==> src/rtl/dac_sample_feeder_if.sv <==
// Write-side handshake bundle for dac_sample_feeder: a producer offers samples, the feeder answers ready.
interface dac_sample_feeder_if #(
  parameter int DATA_W = 16
);
  logic [DATA_W-1:0] wr_data;
  logic              wr_valid;
  logic              wr_ready;

  modport master (output wr_data, output wr_valid, input wr_ready);
  modport slave  (input wr_data, input wr_valid, output wr_ready);
endinterface

==> src/rtl/dac_sample_feeder.sv <==
// Paced DAC sample feeder: buffers samples in a FIFO and hands one to the SPI serializer per timer tick.
// Optional macro DAC_REPEAT_ON_EMPTY_EN: an empty-FIFO tick re-sends the last sample instead of skipping.
module dac_sample_feeder #(
  parameter int FIFO_DEPTH   = 16,
  parameter int GUARD_CYCLES = 4
) (
  input  logic                        clk,
  input  logic                        rst,
  input  logic                        enable,
  input  logic [31:0]                 period,
  dac_sample_feeder_if.slave          wr,
  output logic [$clog2(FIFO_DEPTH):0] fifo_level,
  input  logic                        clr_flags,
  output logic                        underflow,
  output logic                        tick_miss,
  output logic                        busy,
  output logic [15:0]                 dac_data,
  output logic                        dac_start,
  input  logic                        dac_done
);
  localparam int DATA_W = 16;
  localparam int AW     = $clog2(FIFO_DEPTH);
  localparam int LW     = AW + 1;
  localparam int GW     = $clog2(GUARD_CYCLES + 2);
  localparam logic [GW-1:0] GUARD_LAST = (GUARD_CYCLES > 0) ? GW'(GUARD_CYCLES - 1) : '0;
  localparam logic [LW-1:0] DEPTH_L    = LW'(FIFO_DEPTH);

  typedef enum logic [2:0] {
    S_IDLE,
    S_WAIT_TICK,
    S_START,
    S_XFER,
    S_GUARD
  } state_e;

  state_e              state_q, state_d;
  logic [DATA_W-1:0]   mem_q [FIFO_DEPTH];
  logic [DATA_W-1:0]   mem_d [FIFO_DEPTH];
  logic [AW-1:0]       rd_ptr_q, rd_ptr_d;
  logic [AW-1:0]       wr_ptr_q, wr_ptr_d;
  logic [LW-1:0]       level_q, level_d;
  logic [31:0]         count_q, count_d;
  logic [GW-1:0]       guard_cnt_q, guard_cnt_d;
  logic [DATA_W-1:0]   dac_data_q, dac_data_d;
  logic                dac_start_q, dac_start_d;
  logic                underflow_q, underflow_d;
  logic                tick_miss_q, tick_miss_d;
  logic                done_prev_q, done_prev_d;

  logic [31:0]         period_m1;
  logic                tick;
  logic                fifo_empty;
  logic                wr_ready_c;
  logic                push;
  logic                pop;
  logic [DATA_W-1:0]   head;
  logic                done_rise;
  logic                underflow_set;
  logic                tick_miss_set;

  // Sample timer: a period below 2 is treated as 2 so a tick never fires on consecutive clocks.
  always_comb begin
    period_m1 = (period < 32'd2) ? 32'd1 : (period - 32'd1);
    tick      = enable && (count_q >= period_m1);
    count_d   = (!enable || (count_q >= period_m1)) ? '0 : (count_q + 32'd1);
  end

  always_comb begin
    fifo_empty  = (level_q == '0);
    wr_ready_c  = (level_q < DEPTH_L);
    push        = wr.wr_valid && wr_ready_c;
    head        = mem_q[rd_ptr_q];
    done_rise   = dac_done && !done_prev_q;
    done_prev_d = dac_done;
  end

  // Pop only ever reads stored entries, so an empty FIFO never forwards a same-cycle write.
  always_comb begin
    mem_d    = mem_q;
    wr_ptr_d = wr_ptr_q;
    rd_ptr_d = rd_ptr_q;
    level_d  = level_q;
    if (push) begin
      mem_d[wr_ptr_q] = wr.wr_data;
      wr_ptr_d        = wr_ptr_q + AW'(1);
    end
    if (pop) begin
      rd_ptr_d = rd_ptr_q + AW'(1);
    end
    case ({push, pop})
      2'b10:   level_d = level_q + LW'(1);
      2'b01:   level_d = level_q - LW'(1);
      default: level_d = level_q;
    endcase
  end

  always_comb begin
    state_d       = state_q;
    pop           = 1'b0;
    dac_data_d    = dac_data_q;
    guard_cnt_d   = guard_cnt_q;
    underflow_set = 1'b0;
    tick_miss_set = 1'b0;
    case (state_q)
      S_IDLE: begin
        guard_cnt_d = '0;
        if (enable) begin
          state_d = S_WAIT_TICK;
        end
      end
      S_WAIT_TICK: begin
        if (!enable) begin
          state_d = S_IDLE;
        end else if (tick) begin
          if (!fifo_empty) begin
            pop        = 1'b1;
            dac_data_d = head;
            state_d    = S_START;
          end else begin
            underflow_set = 1'b1;
`ifdef DAC_REPEAT_ON_EMPTY_EN
            state_d = S_START;
`else
            state_d = S_WAIT_TICK;
`endif
          end
        end
      end
      S_START: begin
        tick_miss_set = tick;
        state_d       = S_XFER;
      end
      S_XFER: begin
        tick_miss_set = tick;
        if (done_rise) begin
          guard_cnt_d = '0;
          state_d     = (GUARD_CYCLES > 0) ? S_GUARD : S_WAIT_TICK;
        end
      end
      S_GUARD: begin
        tick_miss_set = tick;
        if (guard_cnt_q == GUARD_LAST) begin
          guard_cnt_d = '0;
          state_d     = S_WAIT_TICK;
        end else begin
          guard_cnt_d = guard_cnt_q + GW'(1);
        end
      end
      default: begin
        state_d = S_IDLE;
      end
    endcase
  end

  // Flags are sticky; a set in the same cycle as clr_flags takes priority.
  always_comb begin
    dac_start_d = (state_q == S_START);
    underflow_d = underflow_set ? 1'b1 : (clr_flags ? 1'b0 : underflow_q);
    tick_miss_d = tick_miss_set ? 1'b1 : (clr_flags ? 1'b0 : tick_miss_q);
  end

  always_ff @(posedge clk) begin
    if (rst) begin
      state_q     <= S_IDLE;
      rd_ptr_q    <= '0;
      wr_ptr_q    <= '0;
      level_q     <= '0;
      count_q     <= '0;
      guard_cnt_q <= '0;
      dac_data_q  <= '0;
      dac_start_q <= 1'b0;
      underflow_q <= 1'b0;
      tick_miss_q <= 1'b0;
      done_prev_q <= 1'b0;
    end else begin
      state_q     <= state_d;
      rd_ptr_q    <= rd_ptr_d;
      wr_ptr_q    <= wr_ptr_d;
      level_q     <= level_d;
      count_q     <= count_d;
      guard_cnt_q <= guard_cnt_d;
      dac_data_q  <= dac_data_d;
      dac_start_q <= dac_start_d;
      underflow_q <= underflow_d;
      tick_miss_q <= tick_miss_d;
      done_prev_q <= done_prev_d;
    end
  end

  always_ff @(posedge clk) begin
    mem_q <= mem_d;
  end

  assign wr.wr_ready  = wr_ready_c;
  assign fifo_level   = level_q;
  assign busy         = (state_q != S_IDLE);
  assign dac_data     = dac_data_q;
  assign dac_start    = dac_start_q;
  assign underflow    = underflow_q;
  assign tick_miss    = tick_miss_q;

endmodule

==> src/flat_wrapper.sv <==
// flat-port wrapper written by rule: the top's interface ports become plain ports
module dac_sample_feeder_flat 
#(
  parameter int FIFO_DEPTH   = 16,
  parameter int GUARD_CYCLES = 4
)
  (clk, rst, enable, period, fifo_level, clr_flags, underflow, tick_miss, busy, dac_data, dac_start, dac_done, wr_wr_data, wr_wr_valid, wr_wr_ready);
  dac_sample_feeder_if #(.DATA_W(16)) wr_i ();
  input  logic clk;
  input  logic rst;
  input  logic enable;
  input  logic [31:0] period;
  output logic [$clog2(FIFO_DEPTH):0] fifo_level;
  input  logic clr_flags;
  output logic underflow;
  output logic tick_miss;
  output logic busy;
  output logic [15:0] dac_data;
  output logic dac_start;
  input  logic dac_done;
  input wire logic [$bits(wr_i.wr_data)-1:0] wr_wr_data;
  input wire logic [$bits(wr_i.wr_valid)-1:0] wr_wr_valid;
  output wire logic [$bits(wr_i.wr_ready)-1:0] wr_wr_ready;
  assign wr_i.wr_data = wr_wr_data;
  assign wr_i.wr_valid = wr_wr_valid;
  assign wr_wr_ready = wr_i.wr_ready;
  dac_sample_feeder #(.FIFO_DEPTH(FIFO_DEPTH), .GUARD_CYCLES(GUARD_CYCLES)) u_core (.clk(clk), .rst(rst), .enable(enable), .period(period), .wr(wr_i), .fifo_level(fifo_level), .clr_flags(clr_flags), .underflow(underflow), .tick_miss(tick_miss), .busy(busy), .dac_data(dac_data), .dac_start(dac_start), .dac_done(dac_done));
endmodule
==> config.mk <==
export PLATFORM = sky130hd
export DESIGN_NAME = dac_sample_feeder_flat
export DESIGN_NICKNAME = d
export VERILOG_FILES = /design/src/rtl/dac_sample_feeder_if.sv /design/src/rtl/dac_sample_feeder.sv /design/src/flat_wrapper.sv
export SDC_FILE = /design/constraint.sdc
export NUM_CORES = 1
export LEC_CHECK = 0
export ABC_AREA = 1
export CAP_MARGIN = 30
export CORE_ASPECT_RATIO = 1.2
export CORE_UTILIZATION = 29
export CTS_CLUSTER_SIZE = 40
export DETAILED_ROUTE_END_ITERATION = 7
export DONT_BUFFER_PORTS = 1
export PLACE_DENSITY = 0.45
export SLEW_MARGIN = 25
export SYNTH_ARGS = -nofsm -noshare
export SYNTH_HDL_FRONTEND = slang
export SYNTH_SLANG_ARGS = --single-unit
==> constraint.sdc <==
create_clock -name clk -period 8.66 [get_ports clk]
set_input_delay 0.866 -clock clk [delete_from_list [all_inputs] [get_ports clk]]
set_output_delay 0.866 -clock clk [all_outputs]
set_load 0.005 [all_outputs]
; Yosys cells after proc, flatten, opt, wreduce, memory -nomap -nowiden
; Index checks and enable logic that the tools add are counted.
[classes]
addsub = 7
n_eq_ne = 11
magnitude_cmp = 6
reduce_logical = 19
n_mux = 30
bitwise = 3
[op_table]
columns = operator, count
row1 = bitwise mux 256 bit, 1
row2 = binary-select mux 16 bit (select 4 bit), 1
row3 = demux 16 bit (select 4 bit), 1
row4 = 2-to-1 mux 16 bit, 3
row5 = adder 32 x 1 -> 32 bit (second input constant), 1
row6 = greater-or-equal comparator 32 bit, 1
row7 = < comparator 32 x 2 -> 1 bit (second input constant), 1
row8 = 2-to-1 mux 32 bit, 1
row9 = subtractor 32 x 1 -> 32 bit (second input constant), 1
row10 = 2-to-1 mux 3 bit, 7
row11 = one-hot mux 3 bit (5 select lines), 1
row12 = 2-to-1 mux 1 bit, 12
row13 = greater-or-equal comparator 5 bit (second input constant), 2
row14 = inverter 4 -> 5 bit, 2
row15 = one-hot mux 5 bit (2 select lines), 1
row16 = == test 3 x 2 -> 1 bit (second input constant), 3
row17 = one-hot mux 3 bit (3 select lines), 1
row18 = adder 4 x 1 -> 4 bit (second input constant), 2
row19 = AND reduction 4 bit, 2
row20 = nonzero test 2 bit, 3
row21 = nonzero test 3 bit, 2
row22 = adder 5 x 1 -> 5 bit (second input constant), 1
row23 = logical NOT 5 bit, 1
row24 = < comparator 5 x 1 -> 1 bit (second input constant), 1
row25 = 19 further kinds, 24
[word_totals]
regBits = 327
wordCells = 103
in_bits = 54
out_inout_bits = 26

; Logic depth before layout (Yosys ltp)
; Gate-level depths: netlist of run 1.
[logic_depth]
depth_word = 9
depth_mapped = 33
mapped_depth_nobuf = 30

; Worst setup path after synthesis of run 1
; No wires, ideal clock.
[synth_timing]
path_kind = input port to flip-flop
start = in period[0]
end = reg u_core.level_q[4], in the netlist u_core.fifo_level[4]
path_slack_ns = 4.179
stages = 31
path_buffers = 1
t_required_ns = 8.545
setup_ns = 0.115
t_arrival_ns = 4.366
path_cell_list = inv_1 > nand3_2 > nor3_2 > nand2_1 > nor2_2 > nand2_2 > inv_2 > nand2_2 > inv_2 > nand2_1 > o21bai_1 > nand3_1 > ha_1 > a21oi_1 > o21ai_1 > nand2_1 > nand2_1 > nor2_1 > nand2_2 > nand2_2 > inv_4 > buf_4 > ha_1 > ha_1 > nand2_1 > nor2_1 > a211oi_1 > o21ai_0 > a21oi_1 > nand2_1 > nor3b_1
[synth_between]
elab_chain_cells = 9
word_cells_on_any_way = 12
cone_classes = 1 x add/sub / 2 x order compare / 2 x eq/ne / 5 x mux / 2 x reduce/logical
[synth_lines]
columns = item, line_no
row1 = "start, declared", flat_wrapper.sv:12  ; input logic [31:0] period;
row2 = subtractor 32 x 1 -> 32 bit / < comparator 32 x 2 -> 1 bit (equally long branches), dac_sample_feeder.sv:63  ; period_m1 = (period < 32'd2) ? 32'd1 : (period - 32'd1);
row3 = 2-to-1 mux 32 bit *, dac_sample_feeder.sv:63
row4 = greater-or-equal comparator 32 bit *, dac_sample_feeder.sv:64  ; tick = enable && (count_q >= period_m1);
row5 = logical AND 1 bit *, dac_sample_feeder.sv:64
row6 = 2-to-1 mux 1 bit *, dac_sample_feeder.sv:114  ; end else if (tick) begin
row7 = 2-to-1 mux 1 bit *, dac_sample_feeder.sv:112  ; if (!enable) begin
row8 = 2-to-1 mux 1 bit *, dac_sample_feeder.sv:104  ; case (state_q)
row9 = named net u_core.pop, dac_sample_feeder.sv:55  ; logic pop;
row10 = == test 2 x 1 -> 1 bit / == test 2 bit (equally long branches), dac_sample_feeder.sv:90  ; case ({push, pop})
row11 = one-hot mux 5 bit (2 select lines) / nonzero test 2 bit (equally long branches), -
row12 = "end signal, assigned", dac_sample_feeder.sv:179  ; level_q <= level_d;
row13 = "end, declared", dac_sample_feeder.sv:41  ; logic [LW-1:0] level_q, level_d;
; The timed path passes the listed nets; every way through them passes the cells marked *.
; A chain may end at the register's enable or synchronous reset.

; Final worst setup path of run 1
[layout_timing]
start = in period[5]
end = reg u_core.level_q[4], in the netlist u_core.fifo_level[4]
[layout_between]
elab_chain_cells = 9
word_cells_on_any_way = 12
cone_classes = 1 x add/sub / 2 x order compare / 2 x eq/ne / 5 x mux / 2 x reduce/logical
[layout_lines]
columns = item, line_no
row1 = subtractor 32 x 1 -> 32 bit / < comparator 32 x 2 -> 1 bit (equally long branches), dac_sample_feeder.sv:63
row2 = 2-to-1 mux 32 bit *, dac_sample_feeder.sv:63
row3 = greater-or-equal comparator 32 bit *, dac_sample_feeder.sv:64
row4 = logical AND 1 bit *, dac_sample_feeder.sv:64
row5 = 2-to-1 mux 1 bit *, dac_sample_feeder.sv:114
row6 = 2-to-1 mux 1 bit *, dac_sample_feeder.sv:112
row7 = 2-to-1 mux 1 bit *, dac_sample_feeder.sv:104
row8 = == test 2 x 1 -> 1 bit / == test 2 bit (equally long branches), dac_sample_feeder.sv:90
row9 = one-hot mux 5 bit (2 select lines) / nonzero test 2 bit (equally long branches), -
; Every way passes the cells marked *; elsewhere a longest branch is shown, timed or not.

==> results of run 1 <==
-- report_power, final --
group	total [W]	internal, W	switching (W)
clock	0.00142	0.000816	0.000607
combinational	0.000140	0.0000452	0.0000952
sequential	0.00173	0.00172	0.0000127
total	0.00329	0.00258	0.000715
-- layer usage --
metal | vias to the layer above | part of all wire [%] | GRT usage, % | routed length [um]
met5 | - | 0 | 0 | 0
met3 | 46 | 4.4 | 2.52 | 1790
met2 | 202 | 48 | 26.5 | 19300
li1 | 5161 | - | - | -
met1 | 5039 | 46 | 20.4 | 18700
met4 | 0 | 1.9 | 4.14 | 774
-- metrics by stage --
stage	cell area, sq um	utilization [%]	setup WS (ns)	power [W]	hold slack, ns
after floorplan	15000	-	4.18	0.00186	0.430
after global placement	15700	30.9	3.02	0.00190	0.440
after detailed placement	15700	31.0	2.87	0.00190	0.447
after CTS	16800	33.1	3.43	0.00334	0.389
after global routing	16800	33.2	2.96	0.00341	0.394
final	16800	33.2	3.53	0.00329	0.420
-- flip-flops by register name, summed over array words and instances (netlist names) --
name                count
u_core.count_q         32
u_core.dac_data        16
u_core.dac_start        1
u_core.done_prev_q      1
u_core.fifo_level       5
u_core.guard_cnt_q      3
u_core.mem_q          256
u_core.rd_ptr_q         4
u_core.state_q          3
u_core.tick_miss        1
u_core.underflow        1
u_core.wr_ptr_q         4
-- worst max-delay path, cell delays in order --
cell      delay, ns
nor2_1         0.15
inv_1          0.08
nor4_1         0.63
nand4_1        0.18
buf_4          0.28
a21boi_0       0.15
o21ai_1        0.12
ha_1           0.27
a21oi_1        0.13
o21a_1         0.12
nand2_1        0.07
nor2_1         0.26
nand2_2        0.16
nand2_2        0.37
inv_4          0.18
ha_1           0.30
ha_1           0.35
nand2_1        0.09
nor2_1         0.04
a211oi_1       0.25
o21ai_0        0.12
a21oi_1        0.18
nand2_1        0.06
nor3b_1        0.13
-- layout make-up --
class	instances	share of cell area, %
multi-input combinational	967	30.9
clock buffer	48	5.75
clock inverter	18	0.655
tap	644	4.79
sequential	327	54.2
timing repair buffer	27	1.47
inverter	100	2.25
-- kinds of logic after synthesis --
kind of cell / count (synthesis)
and+or+nand+nor: 592
DFF: 327
AOI/OAI and AO/OA: 308
buffers and inverters: 164
adders and majority gates: 45
xor gates and xnor gates: 22
-- synthesized netlist by cell type, types with 3 or more instances --
library cell / count
nor3_1: 22
or2_2: 13
xor2_1: 15
o21ai_0: 131
o211ai_1: 25
buf_2: 20
clkbuf_1: 30
buf_6: 5
nand3_2: 3
inv_2: 8
ha_1: 44
nor2_1: 293
a21boi_0: 5
edfxtp_1: 256
o21ai_1: 39
nor3b_1: 3
xnor2_1: 7
nor4_1: 8
a21oi_1: 41
nor3_4: 3
nand3_1: 51
dfxtp_1: 71
or2_0: 3
nand4_1: 17
nor2_2: 4
nand2_2: 9
buf_4: 7
nand2_1: 152
inv_1: 89
o22ai_1: 18
o221ai_1: 40
-- worst max-delay path by stage --
stage,from,end,slack [ns],cells after the start
after floorplan,period[0],u_core.fifo_level[4]$_SDFFE_PP0P_,4.18,31
after global placement,period[7],u_core.fifo_level[4]$_SDFFE_PP0P_,3.02,24
after detailed placement,period[5],u_core.fifo_level[4]$_SDFFE_PP0P_,2.87,24
after CTS,period[5],u_core.fifo_level[4]$_SDFFE_PP0P_,3.43,24
after global routing,period[5],u_core.fifo_level[4]$_SDFFE_PP0P_,2.96,24
final,period[5],u_core.fifo_level[4]$_SDFFE_PP0P_,3.53,24
==> flow_metrics.py, run 1 <==
metrics = {
    "run_status": {
        "status": "finished, final reports clean",
    },
    "global_routing": {
        "grt_usage_pct": 15.6,
        "grt_pass1_wl_mm": 62.3,
        "antenna_found_initial": 0,
        "grt_overflow": 0,
        "grt_pass1_vias": 10400,
        "grt_max_degree": 100,
    },
    "worst_hold_path": {
        "worstHoldStart": "rst",
        "holdPathEnd": "u_core.underflow$_SDFFE_PP0P_",
        "hold_path_depth": 1,
        "hp-class": "in2reg",
    },
    "timing": {
        "setup_tns_ns": 0,
        "layout_min_cycle_time_ns": 5.13,
        "slew_violations": 0,
        "rsz0062_at_grt": "false",
        "fin_skew_ns": 0.0182,
        "finalHoldViolCount": 0,
        "relSlewSlack_pct": 38.9,
        "setup_violations": 0,
        "fin_crit_sh_pct": 59.2,
        "fmax_ghz": 0.195,
        "worstMarginPinSlew_ns": 0.910,
    },
    "route": {
        "drc_errors": 0,
        "vias": 10400,
        "viasPerCell": 4.90,
        "ant_nets": 0,
        "first_pass_iters": 5,
        "drt_wl_total_mm": 40.6,
        "wl_per_cell_um": 19.1,
        "drt_iter0_markers": 746,
    },
    "yosys": {
        "syn_nets": 1557,
        "synth.area.top_cells": "edfxtp_1 51%, dfxtp_1 9.5%, nor2_1 7.3%",
        "syn_area_per_cell_sq_um": 10.3,
        "synthXorXnorAreaFrac_pct": 1.29,
        "synth_compound_area_share_pct": 12.1,
        "yosys.area_share.simple_pct": 17.2,
        "syn_area_sq_um": 15000,
        "synth-adder-area-share_pct": 3.81,
        "yosysSeqAreaShare_pct": 60.9,
        "ys_async_sr_fraction_pct": 0,
        "synthMuxAreaShare_pct": 0,
        "synth_ff_type": "edfxtp_1",
        "synth.top_cell.area_share_pct": 51.4,
        "ys_warn_count": 0,
        "netlist_instances": 1458,
        "synth_top_family_by_area": "simple AND/OR/NAND/NOR gates",
        "yosysUniqueCellTypes": 49,
        "synth-seq-cells": 327,
        "synth-edff-count": 256,
        "yosysTopAreaCell": "edfxtp_1",
    },
    "die": {
        "die-area_sq_um": 52500,
        "rows": 90,
        "die_y_um": 251,
        "die-width_um": 209,
        "core_area_sq_um": 50700,
        "io_pins": 80,
        "start_util_pct": 29.5,
    },
    "final_layout": {
        "layout_common_cells": "277 x nor2_1, 256 x edfxtp_1, 152 x nand2_1",
        "multi_input_area_sq_um": 5190,
        "antenna_cells": 0,
        "regArea_sq_um": 9110,
        "drive_gt1_share_pct": 9.41,
        "fin_cells": 2131,
        "syn_to_final_growth_pct": 12.3,
        "fillerInstances": 5153,
        "final_common_cell": "nor2_1",
        "finalNetCount": 1559,
    },
    "clocking": {
        "cts.sinks": 327,
        "root_buffer": "clkbuf_16",
        "cts_hold_buffers": 0,
        "cts-htree-levels": 2,
        "clk_pin_slew_ns": 0.06,
        "clk_latency_ns": 0.53,
        "cts_buffers": 37,
        "cts_tree": "done",
        "post_cts_buffers": 0,
        "clk_path_buf_depth": 3,
        "cts_resized": 0,
    },
    "place": {
        "dp_hpwl_mm": 24.8,
        "gp_congestion": 0.844,
        "place_inst": 2064,
        "io_buffers": 0,
    },
    "worst_setup_path": {
        "reg2reg_from": "u_core.count_q[7]$_SDFF_PP0_",
        "r2r-end": "u_core.fifo_level[4]$_SDFFE_PP0P_",
        "rr_worst_depth": 22,
        "crit_path_max_fanout": 31,
        "required_ns": 9.07,
        "critPathCaptureType": "register",
        "worstPathArrival_ns": 5.54,
        "criticalPathCategory": "in2reg",
        "cp-start-kind": "input port",
        "r2r_slack_ns": 5.00,
    },
    "power": {
        "powerDensity_nw_per_um2": 196,
        "ir_drop_uv": 114,
        "p_leak_nw": 5.81,
    },
    "run": {
        "maxCapViolCount": 0,
    },
}
No activity file was read; power rests on OpenSTA's default activity.
==> inputs of run 2 (changes only) <==
- PLACE_DENSITY: 0.45 -> 0.46
- clock period: 8.66 -> 4.4 ns (I/O delays scaled with it)
==> run 2 against run 1 <==
  * Hold slack got worse by 0.36 ns
  * Highest routed layer unchanged
  * Clock skew is 0.0086 ns lower
  * Largest power group unchanged
  * Setup slack lost 3.1 ns
  * Global-route usage about the same
  * Die area is the same
  * First-iteration DRC count fell by 12%
  * Clock power grew 110%
==> flow_metrics.py, run 2 (synthesized netlist as in run 1, its figures left out) <==
metrics = {
    "route": {
        "vias": 10600,
        "viasPerCell": 4.89,
        "wl_per_cell_um": 18.8,
        "drt_wl_total_mm": 40.7,
        "m1WireLength_mm": 18.1,
        "wl_met2_mm": 20.1,
        "drc_errors": 0,
        "first_pass_iters": 5,
        "ant_nets": 0,
        "routed.top_layer": "met4",
        "wl_met3_mm": 1.87,
        "drt_iter0_markers": 654,
    },
    "worst_hold_path": {
        "hp-class": "in2reg",
    },
    "place": {
        "gp_congestion": 0.800,
        "io_buffers": 0,
        "dpl_worst_slack_ns": -0.107,
        "dp_hpwl_mm": 24.5,
        "place_inst": 2073,
    },
    "timing": {
        "rsz0062_at_grt": "false",
        "layout_setup_ws_ns": 0.459,
        "fin_skew_ns": 0.00954,
        "layout_min_cycle_time_ns": 3.94,
        "slew_violations": 0,
        "fin_crit_sh_pct": 89.6,
        "relSlewSlack_pct": 36.6,
        "setup_violations": 0,
        "fmax_ghz": 0.254,
        "whs_ns": 0.0612,
        "worstMarginPinSlew_ns": 0.946,
        "finalHoldViolCount": 0,
    },
    "worst_setup_path": {
        "criticalPathCategory": "in2reg",
        "cp-start-kind": "input port",
        "worstPathArrival_ns": 4.32,
        "crit_slowest_cell": "nor4_1",
        "required_ns": 4.77,
        "critPathCaptureType": "register",
        "crit_path_max_fanout": 4,
        "cp_slowest_stage_delay_ns": 0.38,
    },
    "clocking": {
        "clk_latency_ns": 0.52,
        "cts_tree": "done",
        "clk_pin_slew_ns": 0.06,
        "cts.sinks": 327,
        "root_buffer": "clkbuf_16",
        "clk_path_buf_depth": 3,
        "cts-htree-levels": 2,
        "cts_buffers": 36,
    },
    "global_routing": {
        "grt_pass1_wl_mm": 62.6,
        "grt_pass1_vias": 10400,
        "grt_overflow": 0,
        "grt_max_degree": 93,
        "grt_usage_pct": 15.5,
        "antenna_found_initial": 1,
    },
    "power": {
        "powerDensity_nw_per_um2": 389,
        "ir_drop_uv": 279,
        "p_leak_nw": 5.99,
    },
    "final_layout": {
        "final_common_cell": "nor2_1",
        "regMostFlops": "u_core.mem_q",
        "layout_common_cells": "277 x nor2_1, 256 x edfxtp_1, 152 x nand2_1",
        "syn_to_final_growth_pct": 14.9,
        "drive_gt1_share_pct": 10.2,
        "final_core_util_pct": 33.9,
        "finalNetCount": 1591,
        "fillerInstances": 5096,
        "fin_cells": 2164,
        "largest_register_ff_count": 256,
    },
    "die": {
        "start_util_pct": 29.5,
        "die-area_sq_um": 52500,
        "io_pins": 80,
        "rows": 90,
        "die-width_um": 209,
        "core_area_sq_um": 50700,
        "die_y_um": 251,
    },
    "run_status": {
        "status": "finished, final reports clean",
    },
    "run": {
        "maxCapViolCount": 0,
    },
}
[run 2: timing repair]
action | CTS | global route
setup buffers | 0 | 0
endpoints found under the setup margin | 0 | 1
hold buffers | 24 | 1
gates resized for setup | 0 | 1
hold endpoints to repair | 240 | 6
[run 2: path summary, 6_finish.rpt]
path / slack, ns / to / depth (start not counted) / startpoint
max reg2reg: 1.35 / u_core.fifo_level[4]$_SDFFE_PP0P_ / 22 / u_core.count_q[7]$_SDFF_PP0_
max: 0.46 / u_core.fifo_level[4]$_SDFFE_PP0P_ / 28 / period[0]
min: 0.06 / u_core.done_prev_q$_SDFF_PP0_ / 2 / dac_done
min reg2reg: 0.47 / u_core.guard_cnt_q[1]$_SDFFE_PP0P_ / 2 / u_core.guard_cnt_q[1]$_SDFFE_PP0P_
[run 2: critical path: cells and delay by family]
family,cells,cell delay (ns)
simple gates,17,2.17
fa+ha+maj,4,0.96
compound gates,3,0.51
buf+inv,4,0.24
[run 2: power by group]
group / leakage (nW) / switching [W] / internal [W]
Combinational: 2.53 / 0.000220 / 0.000105
Clock: 0.565 / 0.00121 / 0.00175
Sequential: 2.89 / 0.0000259 / 0.00337
Total: 5.99 / 0.00146 / 0.00523
[run 2: stage by stage]
step	setup TNS (ns)	cell area (sq um)	total power, W
2_1_floorplan	0	15000	0.00366
3_3_place_gp	-0.00930	15800	0.00374
3_5_place_dp	-0.119	15800	0.00375
4_1_cts	0	17200	0.00677
5_1_grt	0	17200	0.00694
6_report	0	17200	0.00669
[run 2: metal layers]
metal  global-route usage, %  up-vias
met2                    27.2      224
met5                       0        -
met4                    3.34        0
li1                        -     5213
met3                    2.31       42
met1                    20.2     5101
[run 2: cell type report]
type | count | area [sq um] | share of cell area, %
clock inverter | 17 | 173 | 1.00
multi-input combinational | 967 | 5200 | 30.2
antenna | 1 | 2.50 | 0.0146
clock buffer | 48 | 981 | 5.71
sequential | 327 | 9110 | 53.0
tap | 644 | 806 | 4.69
timing repair buffer | 60 | 538 | 3.13
inverter | 100 | 382 | 2.22
